--- src/rtl/alu_issue_regfile.sv ---
// alu_issue_regfile: four-entry register file that issues one instruction at a
// time to an external combinational ALU and writes the ALU result back.
//
// Instruction handshake: an instruction transfers on a rising edge where both
// instr_valid and instr_ready are high. The upstream holds instr_valid and instr
// stable until that edge. instr is ignored whenever instr_ready is low.
// instr_ready is high only while the block is idle and reset is not asserted.
module alu_issue_regfile #(
   parameter int WIDTH = 16,
   parameter int NREG  = 4
) (
   input  logic             clk,
   input  logic             reset,
   input  logic             instr_valid,
   input  logic [7:0]       instr,
   output logic             instr_ready,
   input  logic             ld_en,
   input  logic [1:0]       ld_addr,
   input  logic [WIDTH-1:0] ld_data,
   output logic [1:0]       alu_op,
   output logic [WIDTH-1:0] alu_i0,
   output logic [WIDTH-1:0] alu_i1,
   input  logic [WIDTH-1:0] alu_o,
   input  logic             alu_cout,
   output logic [WIDTH-1:0] result,
   output logic             carry,
   output logic             done,
   input  logic [1:0]       dbg_addr,
   output logic [WIDTH-1:0] dbg_data
);

   typedef enum logic [1:0] {
      IDLE = 2'd0,
      EXEC = 2'd1,
      WB   = 2'd2
   } state_t;

   // Named so checkers can bind to the FSM state hierarchically.
   state_t           state;
   logic [1:0]       rd_q;
   logic [WIDTH-1:0] regs [NREG];
   logic             accept;

   // Ready / accept decode and the combinational debug read port.
   always_comb begin
      instr_ready = (state == IDLE) & ~reset;
      accept      = instr_valid & instr_ready;
      dbg_data    = regs[dbg_addr];
   end

   // FSM, operand capture, write-back and register file. The load is written
   // first so that a write-back to the same register on the same edge wins.
   always_ff @(posedge clk or posedge reset) begin
      if (reset) begin
         state  <= IDLE;
         rd_q   <= 2'd0;
         alu_op <= 2'd0;
         alu_i0 <= '0;
         alu_i1 <= '0;
         result <= '0;
         carry  <= 1'b0;
         done   <= 1'b0;
         for (int i = 0; i < NREG; i++) begin
            regs[i] <= '0;
         end
      end else begin
         if (ld_en) begin
            regs[ld_addr] <= ld_data;
         end
         case (state)
            IDLE: begin
               if (accept) begin
                  // Operands read pre-edge contents, so a same-edge load is not seen.
                  state  <= EXEC;
                  rd_q   <= instr[5:4];
                  alu_op <= instr[7:6];
                  alu_i0 <= regs[instr[3:2]];
                  alu_i1 <= regs[instr[1:0]];
               end
            end
            EXEC: begin
               state      <= WB;
               regs[rd_q] <= alu_o;
               result     <= alu_o;
               carry      <= alu_cout;
               done       <= 1'b1;
            end
            WB: begin
               state <= IDLE;
               done  <= 1'b0;
            end
            default: begin
               state <= IDLE;
               done  <= 1'b0;
            end
         endcase
      end
   end

endmodule

--- config.mk ---
export PLATFORM = sky130hd
export DESIGN_NAME = alu_issue_regfile
export DESIGN_NICKNAME = d
export VERILOG_FILES = /design/src/rtl/alu_issue_regfile.sv
export SDC_FILE = /design/constraint.sdc
export NUM_CORES = 1
export LEC_CHECK = 0
export ABC_AREA = 1
export CAP_MARGIN = 20
export CORE_UTILIZATION = 50
export CTS_BUF_LIST = sky130_fd_sc_hd__clkbuf_2 sky130_fd_sc_hd__clkbuf_4 sky130_fd_sc_hd__clkbuf_8
export CTS_CLUSTER_DIAMETER = 30
export DETAILED_ROUTE_END_ITERATION = 16
export PLACE_DENSITY = 0.79
export SKIP_CTS_REPAIR_TIMING = 1
export SYNTH_ARGS = -nofsm -noshare
export SYNTH_HDL_FRONTEND = slang
export SYNTH_SLANG_ARGS = --single-unit
--- constraint.sdc ---
create_clock -name clk -period 3.5 [get_ports clk]
set_input_delay 0.525 -clock clk [delete_from_list [all_inputs] [get_ports clk]]
set_output_delay 0.525 -clock clk [all_outputs]
set_load 0.005 [all_outputs]
==> metrics.txt <==
status=finished clean; fraction of registers with async set/reset=100%; DIE HEIGHT=around 120 µm; die area=~15000 µm²; Primary FF master, synth=dfrtp_1; Fillers=~1300; most frequent cell after synthesis=nand2_1; Post-synth EDFFs=0; top cell type's share of synthesized area=41.8%; Slowest-stage cell, CP=clkdlybuf4s50_1; GP Congestion=0.946; P_leak=between 4 and 5 nW; Worst-path clk slew=0.07 ns; post-synth cell types=23; DR iter-0 viols=approximately 780; share of cells above drive strength 1=a little over 6%; number of global-route vias before repair=roughly 6600; skew final=around 0.012 ns; Root Buffer=clkbuf_8; startpoint types=primary input; hold depth=2; power per cell area=about 580 nW/µm²; fin crit period=2.61 ns; fmax=around 0.38 GHz; initial antenna violation count=0; clk_lat worst skew=around 0.46 ns; Routed WL per cell=about 15 µm; syn_area_per_cell=between 6 and 7 µm²; Slew Viols, Final=0; cts bufs inserted=17; final hold vios=0; Bufs on Longest Clock Path=2; Fin Hold WS=0.478 ns; setup slack after layout=between 0.8 and 0.9 ns; fin area=between 8000 and 9000 µm²; vias per cell=about 5.4; DRC=0; n_diodes=0; Routed WL=20700 µm; FF-to-FF setup slack=~1.7 ns; Yosys warning count=0; worst path arrival time=about 2.1 ns; maximum VDD drop=about 0.24 mV; cell taking the most area after synthesis=dfrtp_1; Slew headroom=between 30% and 40%; Worst Hold Class=flip-flop to flip-flop; via count=~7200; final worst-path cycle share=between 70% and 80%; io pins=118; IO buf count=between 100 and 150; Layout area overhead=22.6%; pin count of the biggest net entering global routing=53; setup TNS=0 ns; core area=between 10000 and 15000 µm²; commonest cells in the netlist=nand2_1 (497), nand3_1 (160), dfrtp_1 (120); DP Worst Slack=between 0.9 and 1 ns; Slew @ Worst Pin=around 1 ns; Tot GR Track Use=29.8%; required time worst endpoint=a little under 3 ns; cell count after synthesis=between 1000 and 1500; endpoints failing setup=0; # rows=43; critical path type=primary input to output pin; GRT overflow=0; Worst Path Max Fanout=32; Reg2Reg Depth=4; Post-Syn Area=around 7000 µm²; Post-DP Area=about 8300 µm²; ANT nets after route=0; most used cell along the critical path=clkdlybuf4s50_1; Seq cells post-synth=120; die width=roughly 120 µm; RSZ-0062 raised after global routing=no; First-pass DRT Iterations=6; DP HPWL=around 15000 µm; Clock Sinks=between 100 and 150; Final Net Count=about 1200; CP Capture Type=output pin; critical-path cell list=clkdlybuf4s50_1, buf_4, o211ai_1, nand2_1, clkdlybuf4s50_1; H-tree levels=4; sequential element share of the synthesized area=around two fifths; Max Cap Viol=0; Synthesized Nets=1118; first-pass GRT wire length=roughly 34000 µm; slowest stage delay, CP=about 0.5 ns; Overall Power=roughly 5.1 mW; top cells by area, synth=dfrtp_1 (42%), nand2_1 (26%), nand3_1 (11%); CTS tree=yes; Initial Util=51.5%
==> area by class of cell <==
cell class / instances / area, µm² / area share [%]
multi-input cells: 771 / 3380 / 38.4
flip-flops and latches: 120 / 3000 / 34.1
repair buffers: 131 / 1300 / 14.7
inverters: 113 / 432 / 4.91
clock buffers: 20 / 269 / 3.06
well taps: 180 / 225 / 2.56
clock inverters: 12 / 198 / 2.25
==> worst max-delay path, delay by kind of cell <==
| kind | cells | cell delay (ns) |
|---|---|---|
| buffers and inverters | 3 | 1.29 |
| AOI/OAI and AO/OA | 1 | 0.16 |
| and+or+nand+nor | 1 | 0.11 |
==> report_power, final <==
group	internal [mW]	switching (mW)	leakage, nW
sequential	1.74	0.180	1.42
combinational	0.744	0.969	2.97
clock	0.891	0.591	0.232
total	3.37	1.74	4.61
==> metal layers <==
layer / global-route usage (%) / part of all wire [%] / vias to the layer above
li1: - / - / 3520
met4: 10.4 / 1.8 / 0
met1: 45.9 / 46 / 3278
met3: 5.76 / 9.4 / 33
met5: 0 / 0 / -
met2: 41.3 / 43 / 415
==> cells by family after synthesis <==
group	after synthesis	synth area share [%]
buffers and inverters	178	11.1
AOI/OAI and AO/OA	80	6.14
and+or+nand+nor	691	40.9
DFF	120	41.8
==> stage by stage <==
step           util, %  instances
4_1_cts           63.1       1347
3_5_place_dp      59.8       1315
5_1_grt           63.1       1347
6_report          63.1       1347
2_1_floorplan        -       1069
3_3_place_gp      59.8       1315
==> path summary, 6_finish.rpt <==
path / from / endpoint
max: dbg_addr[1] / dbg_data[7]
min: alu_i1[5] / alu_i1[5]
max reg2reg: state[1] / regs[0]
min reg2reg: alu_i1[5] / alu_i1[5]
max in group asynchronous: reset / result[4]
min in group asynchronous: reset / alu_i0[13]
==> cells in the final DEF (no fill, tap or decap), types with 3 or more instances in the layout <==
| cell type | Yosys | final |
|---|---|---|
| nand2_1 | 497 | 497 |
| nand3_1 | 160 | 160 |
| dfrtp_1 | 120 | 120 |
| clkdlybuf4s50_1 | 0 | 116 |
| inv_1 | 107 | 106 |
| o21ai_0 | 42 | 42 |
| clkbuf_8 | 0 | 19 |
| nand4_1 | 16 | 16 |
| a21oi_1 | 16 | 16 |
| o211ai_1 | 16 | 16 |
| buf_4 | 4 | 12 |
| nand2_2 | 6 | 6 |
| clkinv_2 | 3 | 6 |
| o21ai_1 | 6 | 6 |
| nand3_2 | 5 | 5 |
| bufinv_16 | 0 | 5 |
| inv_2 | 3 | 3 |
| nor2_2 | 3 | 3 |
| clkinvlp_4 | 0 | 3 |
==> sequential cells by signal (all words and copies together), names as in the netlist <==
signal and flops:
state 2, alu_i1 16, rd_q 2, alu_op 2
done 1, alu_i0 16, result 16, regs 64
carry 1
Power figures use the tool's default switching activity.
